**src/rtl/fetch_pkg.sv**
```systemverilog
// Shared encodings for the fetch stage: redirect selects, 2-bit counters, BTB entry metadata.
package fetch_pkg;
    localparam logic [1:0] NPC_SEQ     = 2'b00;
    localparam logic [1:0] NPC_TARGET  = 2'b01;
    localparam logic [1:0] NPC_RECOVER = 2'b10;

    localparam logic [1:0] CTR_SNT = 2'b00;
    localparam logic [1:0] CTR_WNT = 2'b01;
    localparam logic [1:0] CTR_WT  = 2'b10;
    localparam logic [1:0] CTR_ST  = 2'b11;

    typedef struct packed {
        logic       valid;
        logic [1:0] ctrl;
    } btb_meta_t;
endpackage

```
**src/rtl/fetch_btb_table.sv**
```systemverilog
// Direct-mapped BTB storage: combinational lookup, registered update, one-cycle valid clear.
// Lookup on the same index as a same-cycle update returns the pre-write contents.
module btb_table
    import fetch_pkg::*;
#(
    parameter int ENTRIES = 16,
    parameter int PC_W    = 32
) (
    input  logic            clk,
    input  logic            rst,
    input  logic [PC_W-1:0] lookup_pc,
    output logic            lookup_hit,
    output logic [1:0]      lookup_ctrl,
    output logic [PC_W-1:0] lookup_target,
    input  logic            upd_en,
    input  logic [PC_W-1:0] upd_pc,
    input  logic [PC_W-1:0] upd_target,
    input  logic [1:0]      upd_ctrl
);
    localparam int IDX_W = $clog2(ENTRIES);
    localparam int TAG_W = PC_W - IDX_W - 2;

    btb_meta_t [ENTRIES-1:0] meta_q, meta_d;
    logic [TAG_W-1:0]        tag_q    [ENTRIES];
    logic [PC_W-1:0]         target_q [ENTRIES];

    logic [IDX_W-1:0] rd_idx, wr_idx;
    logic [TAG_W-1:0] rd_tag, wr_tag;
    logic             unused_low_bits;

    assign rd_idx = lookup_pc[IDX_W+1:2];
    assign rd_tag = lookup_pc[PC_W-1:IDX_W+2];
    assign wr_idx = upd_pc[IDX_W+1:2];
    assign wr_tag = upd_pc[PC_W-1:IDX_W+2];
    assign unused_low_bits = ^{lookup_pc[1:0], upd_pc[1:0]};

    assign lookup_hit    = meta_q[rd_idx].valid && (tag_q[rd_idx] == rd_tag);
    assign lookup_ctrl   = lookup_hit ? meta_q[rd_idx].ctrl : CTR_SNT;
    assign lookup_target = target_q[rd_idx];

    // Reset drops only the valid bits; counters keep their stale values.
    always_comb begin
        meta_d = meta_q;
        if (rst) begin
            for (int i = 0; i < ENTRIES; i++) begin
                meta_d[i].valid = 1'b0;
            end
        end else if (upd_en) begin
            meta_d[wr_idx] = '{valid: 1'b1, ctrl: upd_ctrl};
        end
    end

    always_ff @(posedge clk) begin
        meta_q <= meta_d;
        if (!rst && upd_en) begin
            tag_q[wr_idx]    <= wr_tag;
            target_q[wr_idx] <= upd_target;
        end
    end
endmodule

```
**src/rtl/fetch_btb.sv**
```systemverilog
// Fetch PC generator with optional BTB prediction (enabled by FETCH_BTB_EN) and IF/ID, ID/EX
// shadow registers carrying each fetch's BTB lookup down to the branch unit in EX.
module fetch_btb
    import fetch_pkg::*;
#(
    parameter int              ENTRIES  = 16,
    parameter int              PC_W     = 32,
    parameter logic [PC_W-1:0] RESET_PC = '0
) (
    input  logic            clk,
    input  logic            rst,
    input  logic            i_PC_Stall,
    input  logic            i_IFID_Stall,
    input  logic            i_IDEX_Stall,
    input  logic            i_Flush_IF_ID,
    input  logic            i_Flush_ID_EX,
    input  logic [1:0]      i_NPC,
    input  logic [PC_W-1:0] i_Resolve_Target,
    input  logic            i_WriteEnable,
    input  logic [1:0]      i_CtrlOut,
    output logic [PC_W-1:0] o_PC,
    output logic [PC_W-1:0] o_EX_PC,
    output logic            o_EX_PcMatchValid,
    output logic [1:0]      o_EX_CtrlIn
);
    logic [PC_W-1:0] pc_q, pc_d;
    logic [PC_W-1:0] ifid_pc_q, ifid_pc_d, idex_pc_q, idex_pc_d;
    logic            ifid_hit_q, ifid_hit_d, idex_hit_q, idex_hit_d;
    logic [1:0]      ifid_ctrl_q, ifid_ctrl_d, idex_ctrl_q, idex_ctrl_d;

    logic            lk_hit;
    logic [1:0]      lk_ctrl;
    logic [PC_W-1:0] lk_target;

`ifdef FETCH_BTB_EN
    btb_table #(.ENTRIES(ENTRIES), .PC_W(PC_W)) u_btb (
        .clk           (clk),
        .rst           (rst),
        .lookup_pc     (pc_q),
        .lookup_hit    (lk_hit),
        .lookup_ctrl   (lk_ctrl),
        .lookup_target (lk_target),
        .upd_en        (i_WriteEnable),
        .upd_pc        (idex_pc_q),
        .upd_target    (i_Resolve_Target),
        .upd_ctrl      (i_CtrlOut)
    );
`else
    logic [$clog2(ENTRIES)-1:0] unused_idx;
    logic                       unused_upd;
    assign unused_idx = idex_pc_q[$clog2(ENTRIES)+1:2];
    assign unused_upd = ^{i_WriteEnable, i_CtrlOut, unused_idx};
    assign lk_hit     = 1'b0;
    assign lk_ctrl    = CTR_SNT;
    assign lk_target  = '0;
`endif

    // Branch-unit redirects win over a PC stall; prediction only applies to free-running fetch.
    always_comb begin
        pc_d = pc_q + PC_W'(4);
        case (i_NPC)
            NPC_TARGET:  pc_d = i_Resolve_Target;
            NPC_RECOVER: pc_d = idex_pc_q + PC_W'(4);
            default: begin
                if (i_PC_Stall) begin
                    pc_d = pc_q;
                end else if (lk_hit && lk_ctrl[1]) begin
                    pc_d = lk_target;
                end
            end
        endcase
    end

    always_comb begin
        ifid_pc_d   = ifid_pc_q;
        ifid_hit_d  = ifid_hit_q;
        ifid_ctrl_d = ifid_ctrl_q;
        idex_pc_d   = idex_pc_q;
        idex_hit_d  = idex_hit_q;
        idex_ctrl_d = idex_ctrl_q;
        if (i_Flush_IF_ID) begin
            ifid_pc_d   = '0;
            ifid_hit_d  = 1'b0;
            ifid_ctrl_d = CTR_SNT;
        end else if (!i_IFID_Stall) begin
            ifid_pc_d   = pc_q;
            ifid_hit_d  = lk_hit;
            ifid_ctrl_d = lk_ctrl;
        end
        if (i_Flush_ID_EX) begin
            idex_pc_d   = '0;
            idex_hit_d  = 1'b0;
            idex_ctrl_d = CTR_SNT;
        end else if (!i_IDEX_Stall) begin
            idex_pc_d   = ifid_pc_q;
            idex_hit_d  = ifid_hit_q;
            idex_ctrl_d = ifid_ctrl_q;
        end
    end

    always_ff @(posedge clk) begin
        if (rst) begin
            pc_q        <= RESET_PC;
            ifid_pc_q   <= '0;
            ifid_hit_q  <= 1'b0;
            ifid_ctrl_q <= CTR_SNT;
            idex_pc_q   <= '0;
            idex_hit_q  <= 1'b0;
            idex_ctrl_q <= CTR_SNT;
        end else begin
            pc_q        <= pc_d;
            ifid_pc_q   <= ifid_pc_d;
            ifid_hit_q  <= ifid_hit_d;
            ifid_ctrl_q <= ifid_ctrl_d;
            idex_pc_q   <= idex_pc_d;
            idex_hit_q  <= idex_hit_d;
            idex_ctrl_q <= idex_ctrl_d;
        end
    end

    assign o_PC              = pc_q;
    assign o_EX_PC           = idex_pc_q;
    assign o_EX_PcMatchValid = idex_hit_q;
    assign o_EX_CtrlIn       = idex_ctrl_q;
endmodule

```
**config.mk**
```make
export PLATFORM = sky130hd
export DESIGN_NAME = fetch_btb
export DESIGN_NICKNAME = d
export VERILOG_FILES = /design/src/rtl/fetch_pkg.sv /design/src/rtl/fetch_btb_table.sv /design/src/rtl/fetch_btb.sv
export SDC_FILE = /design/constraint.sdc
export NUM_CORES = 1
export LEC_CHECK = 0
export CORE_MARGIN = 4
export CORE_UTILIZATION = 35
export CTS_BUF_LIST = sky130_fd_sc_hd__clkbuf_16
export CTS_CLUSTER_DIAMETER = 60
export DETAILED_ROUTE_END_ITERATION = 10
export PLACE_DENSITY = 0.59
export SETUP_SLACK_MARGIN = 0.1
export SYNTH_ARGS = -nofsm -noshare
export SYNTH_HDL_FRONTEND = slang
export SYNTH_SLANG_ARGS = --single-unit
```
**constraint.sdc**
```tcl
create_clock -name clk -period 3.7 [get_ports clk]
set_input_delay 0.555 -clock clk [delete_from_list [all_inputs] [get_ports clk]]
set_output_delay 0.555 -clock clk [all_outputs]
set_load 0.005 [all_outputs]
```
==> impl_metrics.env, run 1 <==
export IMPL_status="finished, final reports clean"
export IMPL_cts_resized=0
export IMPL_power_leakage_uw=0.002392
export IMPL_grt_pass1_wl_um=25100
export IMPL_postCtsHoldBufs=0
export IMPL_die_area_um2=16320
export IMPL_place_congestion=0.8504
export IMPL_synth_distinct_cells=65
export IMPL_crit_top_cell="inv_1"
export IMPL_power_switching_uw=605.5
export IMPL_cts_tree="yes"
export IMPL_arrival_ns=3.21
export IMPL_grt_overflow_total=0
export IMPL_p_seq_frac=0.454
export IMPL_grt_max_degree=33
export IMPL_multi_input_area_um2=2884
export IMPL_cts_buffers=9
export IMPL_diodes=0
export IMPL_cp_start_kind="input pin"
export IMPL_crit_path_cell_trace="clkdlybuf4s50_1 -> inv_1 -> ha_2 -> mux2_2 -> ha_1 -> inv_1 -> a21oi_1 -> and4b_1 -> a2111oi_0 -> or3b_1"
export IMPL_ys_ff_latch=96
export IMPL_syn_cell_area_um2=5017
export IMPL_regArea_um2=1922
export IMPL_crit_buf_inv=3
export IMPL_routed_wirelength_um=15690
export IMPL_grt_use_total=0.1915
export IMPL_dp_hpwl_um=11000
export IMPL_worst_path_largest_cell_delay_ns=0.48
export IMPL_cp_slowest_cell="clkdlybuf4s50_1"
export IMPL_crit_fanout=8
export IMPL_endpoint_kind="register"
export IMPL_relSlewSlack=0.2902
export IMPL_clk_pin_slew_ns=0.07
export IMPL_pin_count=111
export IMPL_die_height_um=127.7
export IMPL_drc_errors=0
export IMPL_avgSynthCellArea_um2=8.912
export IMPL_vias=4723
export IMPL_dieWidth_um=127.7
export IMPL_syn_inst=563
export IMPL_postCtsSetupBuffers=0
export IMPL_cts_root_buf="clkbuf_16"
export IMPL_worst_setup_path_type="input pin to register"
export IMPL_slew_violations=0
export IMPL_power_density_nw_per_um2=369.2
export IMPL_ys_warn_count=0
export IMPL_final_nets=701
export IMPL_hold_path_class="register to register"
export IMPL_area_growth_pct=30.85
export IMPL_placed_cell_area_um2=6252
export IMPL_async_reset_ff_frac=0
export IMPL_design_area_um2=6565
export IMPL_dr_first_iter_drc_count=326
export IMPL_portBuffers=104
export IMPL_insertion_delay_ns=0.35
export IMPL_internal_power_uw=1818
export IMPL_htreeDepth=3
export IMPL_dr_pass1_iters=5
export IMPL_nFillCells=1304
export IMPL_core_rowCount=43
export IMPL_max_freq_ghz=0.3364
export IMPL_initial_core_util=0.3601
export IMPL_drive_gt1_frac=0.09256
export IMPL_grt_pass1_vias=4718
export IMPL_p_sw_frac=0.2498
export IMPL_worst_pin_slew_ns=1.065
export IMPL_power_frac_clock=0.404
export IMPL_coreArea_um2=13930
export IMPL_vias_per_cell=5.629
export IMPL_vdd_ir_drop_max_v=0.0001985
export IMPL_totalNegativeSetupSlack_ns=0
export IMPL_cp_required_ns=3.93
export IMPL_clockBufferDepth=2
export IMPL_synth_edf_count=0
export IMPL_final_antenna_net_count=0
export IMPL_cp_top_family="simple AND/OR/NAND/NOR gates"
export IMPL_grt_antenna_before_repair=0
export IMPL_cts_sinks=96
export IMPL_period_needed_ns=2.973
export IMPL_rsz0062_at_grt="no"
export IMPL_synth_ff_type="dfxtp_1"
export IMPL_fin_crit_sh=0.8034
export IMPL_skew_ns=0.008454
export IMPL_comb_power_share=0.142
export IMPL_maxCapViolations=0
export IMPL_hold_viol_final=0
export IMPL_post_drt_wl_per_cell_um=18.69
export IMPL_setup_violations=0
export IMPL_ys_seq_area_frac=0.3830
## logic make-up (layout without fill, tap and decap cells)
group                      after synthesis  after routing  share of synthesized area
and+or+nand+nor                        193            193                     0.1908
AOI/OAI and AO/OA                      116            116                     0.1686
DFF                                     96             96                     0.3830
muxes                                   91             91                     0.1843
buffers and inverters                   52            146                    0.04589
xor gates and xnor gates                11             11                    0.01920
adders and majority gates                3              3                   0.007482
other                                    1              3                  0.0007474
## registers in the layout, summed over array words and instances (netlist names)
name,cells
o_PC,32
o_EX_PC,32
ifid_pc_q,32
## cells in the final DEF, fill, tap and decap left out, drive strengths merged, types with 6 or more instances in the layout
cell type	netlist	final
clkbuf	30	9
a211oi	11	11
mux2	11	11
xnor2	8	8
mux2i	80	80
o211ai	7	7
a221oi	6	6
nand2	26	26
dfxtp	96	96
clkdlybuf4s50	0	102
buf	14	20
nand4	14	14
nor2	91	91
nor3	9	9
a22oi	19	19
o22ai	8	8
a21oi	14	14
o21ai	16	16
inv	8	9
nand3	18	18
## path summary, 6_finish.rpt
check / from / to / slack (ns) / depth (start not counted)
max: i_NPC[0] / o_PC[26]$_SDFFE_PP0P_ / 0.73 / 10
min: ifid_pc_q[14]$_SDFFE_PP0N_ / o_EX_PC[14]$_SDFFE_PP0N_ / 0.49 / 2
max reg2reg: o_PC[2]$_SDFFE_PP0P_ / o_PC[26]$_SDFFE_PP0P_ / 1.30 / 7
min reg2reg: ifid_pc_q[14]$_SDFFE_PP0N_ / o_EX_PC[14]$_SDFFE_PP0N_ / 0.49 / 2
## cells in the mapped netlist, drive strengths merged, types with 3 or more instances
cell type  instances  area share
dfxtp             96        0.38
nor2              91       0.068
mux2i             80        0.16
clkbuf            30       0.022
nand2             26       0.019
a22oi             19       0.029
nand3             18       0.020
o21ai             16       0.016
a21oi             14       0.014
buf               14       0.017
nand4             14       0.022
a211oi            11       0.016
mux2              11       0.025
nor3               9      0.0090
inv                8      0.0060
o22ai              8       0.010
xnor2              8       0.014
o211ai             7       0.010
a221oi             6       0.013
a31oi              5      0.0062
nand3b             5      0.0075
nand4b             5      0.0087
or2                5      0.0062
o221ai             4      0.0070
a211o              3      0.0052
and2               3      0.0037
ha                 3      0.0075
nand2b             3      0.0037
o31a               3      0.0052
xor2               3      0.0052
## per-stage QoR
step | total power (uW) | std cells | hold WS, ns | util | worst slack [ns]
2_1_floorplan | 1305 | 565 | 0.4601 | - | 0.3299
3_3_place_gp | 1460 | 823 | 0.4663 | 0.4487 | 0.4823
3_5_place_dp | 1466 | 823 | 0.4817 | 0.4487 | 0.3950
4_1_cts | 2449 | 839 | 0.4969 | 0.4711 | 0.7668
5_1_grt | 2520 | 839 | 0.5214 | 0.4711 | 0.5681
6_report | 2424 | 839 | 0.4916 | 0.4711 | 0.7273
## tightest hold or removal path, cell delays in order (launching register included)
cell and delay, ns:
dfxtp_1 0.32, mux2i_1 0.06, nor2_1 0.07
## routing by layer
layer	GRT usage	routed length (um)
met1	0.2559	7099
met2	0.3093	7334
met3	0.03458	951
met4	0.07054	299
met5	0	0
## power by group through the flow
stage	logic, uW	clock network, uW	registers, uW
2_1_floorplan	192	0	1110
3_3_place_gp	337	0	1120
4_1_cts	344	1000	1100
6_report	344	979	1100
5_1_grt	370	1040	1100
3_5_place_dp	343	0	1120
## cell type report
type,instances,area share
clock buffers,9,0.03431
repair buffers,122,0.1814
flip-flops and latches,96,0.2927
clock inverters,7,0.01334
inverters,8,0.004574
well taps,180,0.03431
multi-input cells,417,0.4393
Note: power is estimated with default switching activity, not from simulation.
==> run 2, diff against run 1 <==
==> constraint.sdc (replaced) <==
create_clock -name clk -period 2.79 [get_ports clk]
set_input_delay 0.4185 -clock clk [delete_from_list [all_inputs] [get_ports clk]]
set_output_delay 0.4185 -clock clk [all_outputs]
set_load 0.005 [all_outputs]
==> impl_metrics.env, run 2 (same netlist as run 1, synthesis figures left out) <==
export IMPL_status="finished, final reports clean"
export IMPL_grt_pass1_wl_um=25270
export IMPL_placed_cell_area_um2=6593
export IMPL_htreeDepth=3
export IMPL_drc_errors=0
export IMPL_cts_tree="yes"
export IMPL_grt_pass1_vias=4663
export IMPL_min_from="ifid_pc_q[19]$_SDFFE_PP0N_"
export IMPL_area_growth_pct=37.78
export IMPL_grt_use_total=0.1952
export IMPL_holdWs_ns=0.4895
export IMPL_portBuffers=104
export IMPL_dr_pass1_iters=5
export IMPL_clk_pin_slew_ns=0.07
export IMPL_final_util=0.4961
export IMPL_period_needed_ns=2.552
export IMPL_slew_violations=0
export IMPL_vias_per_cell=5.507
export IMPL_drive_gt1_frac=0.1488
export IMPL_hold_path_end="o_EX_PC[19]$_SDFFE_PP0N_"
export IMPL_worst_pin_slew_ns=0.7381
export IMPL_nFillCells=1320
export IMPL_skew_ns=0.009398
export IMPL_layout_commonest_cell="clkdlybuf4s50_1"
export IMPL_worst_setup_path_type="input pin to register"
export IMPL_layout_common_cells="102 x clkdlybuf4s50_1, 96 x dfxtp_1, 91 x nor2_1, 80 x mux2i_1, 55 x buf_4"
export IMPL_clockBufferDepth=2
export IMPL_vias=4841
export IMPL_stdcell_count=879
export IMPL_regArea_um2=1922
export IMPL_dr_first_iter_drc_count=296
export IMPL_arrival_ns=2.83
export IMPL_setup_violations=0
export IMPL_endpoint_kind="register"
export IMPL_routed_wirelength_um=15780
export IMPL_timing_hold_worst_path_depth=2
export IMPL_cts_buffers=9
export IMPL_die_area_um2=16320
export IMPL_rsz0062_at_grt="no"
export IMPL_hold_viol_final=0
export IMPL_die_height_um=127.7
export IMPL_r2r_end="o_PC[23]$_SDFFE_PP0P_"
export IMPL_grt_antenna_before_repair=0
export IMPL_grt_overflow_total=0
export IMPL_crit_fanout=18
export IMPL_place_inst=862
export IMPL_cp_required_ns=3.06
export IMPL_coreArea_um2=13930
export IMPL_ff2ff_path_depth=6
export IMPL_insertion_delay_ns=0.35
export IMPL_grt_max_degree=33
export IMPL_core_rowCount=43
export IMPL_vdd_ir_drop_max_v=0.0003172
export IMPL_initial_core_util=0.3601
export IMPL_r2r_slack_ns=0.67
export IMPL_cts_root_buf="clkbuf_16"
export IMPL_relSlewSlack=0.5079
export IMPL_dieWidth_um=127.7
export IMPL_power_density_nw_per_um2=472.9
export IMPL_multi_input_area_um2=2919
export IMPL_pin_count=111
export IMPL_diodes=0
export IMPL_post_drt_wl_per_cell_um=17.95
export IMPL_hold_path_class="register to register"
export IMPL_max_freq_ghz=0.3918
export IMPL_design_area_um2=6913
export IMPL_cts_resized=0
export IMPL_cp_start_kind="input pin"
export IMPL_dp_hpwl_um=11510
export IMPL_fin_crit_sh=0.9149
export IMPL_final_nets=741
export IMPL_place_congestion=0.8794
export IMPL_r2r_start="o_PC[8]$_SDFFE_PP0P_"
export IMPL_power_leakage_uw=0.002600
export IMPL_maxCapViolations=0
export IMPL_cts_sinks=96
export IMPL_final_antenna_net_count=0
==> run 2: repair_timing <==
| item | CTS | global route |
|---|---|---|
| setup buffers | 0 | 1 |
| hold buffers | 0 | 0 |
| setup endpoints to repair | 0 | 4 |
==> run 2: worst max-delay path by stage <==
stage,startpoint,to,slack (ns),cells past startpoint
after floorplan,i_NPC[0],o_PC[20]$_SDFFE_PP0P_,0.13,14
after global placement,i_NPC[0],o_PC[23]$_SDFFE_PP0P_,-0.11,9
after detailed placement,i_NPC[0],o_PC[23]$_SDFFE_PP0P_,-0.12,9
after CTS,i_NPC[0],o_PC[23]$_SDFFE_PP0P_,0.25,9
after global routing,i_NPC[1],o_PC[20]$_SDFFE_PP0P_,0.12,10
final,i_NPC[1],o_PC[23]$_SDFFE_PP0P_,0.24,8
==> run 2: per-stage QoR <==
stage	setup TNS, ns	setup slack [ns]	power, uW
finish	0	0.2375	3269
global route	0	0.1206	3398
CTS	0	0.2509	3297
detailed placement	-0.8458	-0.1186	1984
global placement	-0.5861	-0.1110	1977
floorplan	0	0.1332	1742
==> run 2: final cells by class <==
type,count,area share
Clock buffer,9,0.03258
Clock inverter,7,0.01267
Inverter,8,0.004344
Multi-Input combinational cell,417,0.4223
Sequential cell,96,0.2780
Tap cell,180,0.03258
Timing Repair Buffer,162,0.2176
==> run 2: critical path: stages <==
cell and delay [ns]:
clkdlybuf4s50_1 0.53, ha_4 0.30, nand3_1 0.15, a222oi_1 0.41
buf_4 0.21, nand4_4 0.16, or4_1 0.55, o211ai_1 0.10
==> run 2: power by group <==
group | switching [uW] | internal, uW
clock | 537 | 778
combinational | 239 | 256
sequential | 51.7 | 1410
==> run 2: layer usage <==
layer / vias to the layer above / track usage / wire length [um]
met1: 2350 / 0.2714 / 7429
met4: 0 / 0.04869 / 176
li1: 2332 / - / -
met2: 146 / 0.3065 / 7220
met5: - / 0 / 0
met3: 13 / 0.04583 / 956
==> run 3, diff against run 2 <==
--- a/config.mk
+++ b/config.mk
@@ -5,12 +5,13 @@
 export SDC_FILE = /design/constraint.sdc
 export NUM_CORES = 1
 export LEC_CHECK = 0
+export ABC_AREA = 1
 export CORE_MARGIN = 4
 export CORE_UTILIZATION = 35
 export CTS_BUF_LIST = sky130_fd_sc_hd__clkbuf_16
 export CTS_CLUSTER_DIAMETER = 60
 export DETAILED_ROUTE_END_ITERATION = 10
-export PLACE_DENSITY = 0.59
+export PLACE_DENSITY = 0.57
 export SETUP_SLACK_MARGIN = 0.1
 export SYNTH_ARGS = -nofsm -noshare
 export SYNTH_HDL_FRONTEND = slang
==> impl_metrics.env, run 3 <==
export IMPL_status="finished, final reports clean"
export IMPL_synth_distinct_cells=31
export IMPL_vdd_ir_drop_max_v=0.0002951
export IMPL_cp_required_ns=3.08
export IMPL_grt_use_total=0.1950
export IMPL_routed_wirelength_um=15770
export IMPL_synth_ff_type="dfxtp_1"
export IMPL_ys_top_cells_by_area="dfxtp_1 38%, nand2_1 22%, a21oi_1 8.6%"
export IMPL_wl_met3_um=841
export IMPL_grt_antenna_before_repair=0
export IMPL_wl_met1_um=7799
export IMPL_die_height_um=128.7
export IMPL_crit_fanout=20
export IMPL_synth_top_area_frac=0.3767
export IMPL_dp_hpwl_um=11640
export IMPL_power_density_nw_per_um2=506.8
export IMPL_endpoint_kind="register"
export IMPL_worst_path_largest_cell_delay_ns=0.49
export IMPL_cts_root_buf="clkbuf_16"
export IMPL_clk_pin_slew_ns=0.07
export IMPL_max_freq_ghz=0.4232
export IMPL_dr_pass1_iters=5
export IMPL_relSlewSlack=0.6123
export IMPL_skew_ns=0.007574
export IMPL_dr_first_iter_drc_count=277
export IMPL_dieWidth_um=128.7
export IMPL_grt_overflow_total=0
export IMPL_cts_tree="yes"
export IMPL_die_area_um2=16570
export IMPL_post_drt_wl_per_cell_um=14.55
export IMPL_period_needed_ns=2.363
export IMPL_hold_path_class="register to register"
export IMPL_layout_common_cells="300 x nand2_1, 104 x clkdlybuf4s50_1, 96 x dfxtp_1, 88 x a21oi_1, 74 x inv_1"
export IMPL_avgSynthCellArea_um2=6.384
export IMPL_portBuffers=104
export IMPL_maxCapViolations=0
export IMPL_pin_count=111
export IMPL_crit_buf_inv=4
export IMPL_cts_sinks=96
export IMPL_power_uw=3403
export IMPL_yosys_area_top_type="dfxtp_1"
export IMPL_grt_pass1_wl_um=25490
export IMPL_crit_path_cell_trace="clkdlybuf4s50_1 -> inv_1 -> ha_1 -> inv_2 -> buf_12 -> nand2_1 -> nand2_1 -> nand2_1 -> nor2_1 -> nand2_1 -> nor2_1 -> xor2_1 -> nand2_1 -> a21oi_1"
export IMPL_maxUsedRoutingLayer="met4"
export IMPL_power_leakage_uw=0.002616
export IMPL_postCtsSetupBuffers=0
export IMPL_crit_top_cell="nand2_1"
export IMPL_async_reset_ff_frac=0
export IMPL_worst_pin_slew_ns=0.5780
export IMPL_diodes=0
export IMPL_cp_top_family="buffers and inverters"
export IMPL_holdWs_ns=0.4562
export IMPL_fin_crit_sh=0.8469
export IMPL_r2r_slack_ns=1.07
export IMPL_setup_violations=0
export IMPL_slew_violations=0
export IMPL_coreArea_um2=14100
export IMPL_synth_most_common_cell="nand2_1"
export IMPL_ys_ff_latch=96
export IMPL_layout_commonest_cell="nand2_1"
export IMPL_worst_setup_path_type="input pin to register"
export IMPL_design_area_um2=6715
export IMPL_final_nets=946
export IMPL_grt_max_degree=60
export IMPL_rsz0062_at_grt="no"
export IMPL_cp_start_kind="input pin"
export IMPL_cts_buffers=9
export IMPL_hold_viol_final=0
export IMPL_syn_cell_area_um2=5101
export IMPL_synth_edf_count=0
export IMPL_area_growth_pct=31.64
export IMPL_insertion_delay_ns=0.36
export IMPL_htreeDepth=3
export IMPL_initial_core_util=0.3619
export IMPL_drc_errors=0
export IMPL_drive_gt1_frac=0.1029
export IMPL_syn_inst=799
export IMPL_clockBufferDepth=2
export IMPL_dr_wl_met2_um=6883
export IMPL_cp_slowest_cell="clkdlybuf4s50_1"
export IMPL_totalNegativeSetupSlack_ns=0
export IMPL_final_antenna_net_count=0
export IMPL_ys_seq_area_frac=0.3767
export IMPL_cts_resized=0
export IMPL_synth_common_cells="300 x nand2_1, 96 x dfxtp_1, 88 x a21oi_1"
export IMPL_vias_per_cell=4.767
export IMPL_ys_warn_count=0
export IMPL_grt_pass1_vias=4771
export IMPL_place_congestion=0.8442
export IMPL_placed_cell_area_um2=6387
export IMPL_postCtsHoldBufs=0
export IMPL_vias=5167
export IMPL_arrival_ns=2.65
export IMPL_core_rowCount=43
[run 3: cell count changes in the layout (fill, tap and decap cells not counted), sizes merged, moves of 36 or more]
| cell | before | now |
|---|---|---|
| inv | 9 | 79 |
| o21ai | 16 | 61 |
| buf | 60 | 24 |
| mux2i | 80 | 0 |
| nor2 | 91 | 53 |
| nand2 | 26 | 326 |
| a21oi | 14 | 90 |
[run 3: kinds of logic after synthesis]
logic type / Yosys count / synth area share
flip-flops: 96 / 0.3767
XOR/XNOR: 7 / 0.01202
buffers and inverters: 119 / 0.09909
adder cells (fa/ha/maj): 3 / 0.007359
other: 1 / 0.0007351
AND/OR/NAND/NOR: 408 / 0.3351
AO/OA/AOI/OAI: 165 / 0.1690
[run 3: worst min-delay path, delay by kind of cell (launching register included)]
kind               cells  cell delay, ns
AOI/OAI and AO/OA      1            0.05
and+or+nand+nor        1            0.05
DFF                    1            0.31
[run 3: path summary, 6_finish.rpt]
check / from / to / cells past startpoint
worst max-delay path: i_NPC[0] / o_PC[17]$_SDFFE_PP0P_ / 14
worst min-delay path: ifid_pc_q[22]$_SDFFE_PP0N_ / ifid_pc_q[22]$_SDFFE_PP0N_ / 2
worst max register to register: o_EX_PC[2]$_SDFFE_PP0N_ / o_PC[30]$_SDFFE_PP0P_ / 13
worst min register to register: ifid_pc_q[22]$_SDFFE_PP0N_ / ifid_pc_q[22]$_SDFFE_PP0N_ / 2
[run 3: report_power, final]
part	leakage [uW]	internal [uW]	switching, uW
registers	0.000782	1430	62.7
clock network	0.000162	799	584
logic	0.00167	243	288
total	0.00262	2470	935
[run 3: cell type report]
cell class,count,area [um^2]
clock buffer,9,225.2
clock inverter,7,102.6
fill,1506,7381
sequential,96,1922
inverter,78,292.8
multi-input combinational,586,2689
timing repair buffer,128,1259
tap,180,225.2
[run 3: per-stage QoR]
stage	cells	util	setup WS (ns)
final	1084	0.4764	0.4272
after global routing	1084	0.4764	0.1770
after CTS	1084	0.4764	0.4252
after detailed placement	1068	0.4531	0.04488
after global placement	1068	0.4531	0.07312
after floorplan	801	-	0.7064
[run 3: layer usage]
layer,vias to the layer above,global-route usage
met5,-,0
met4,0,0.05991
met3,15,0.03404
met2,114,0.2951
met1,2314,0.2828
li1,2724,-
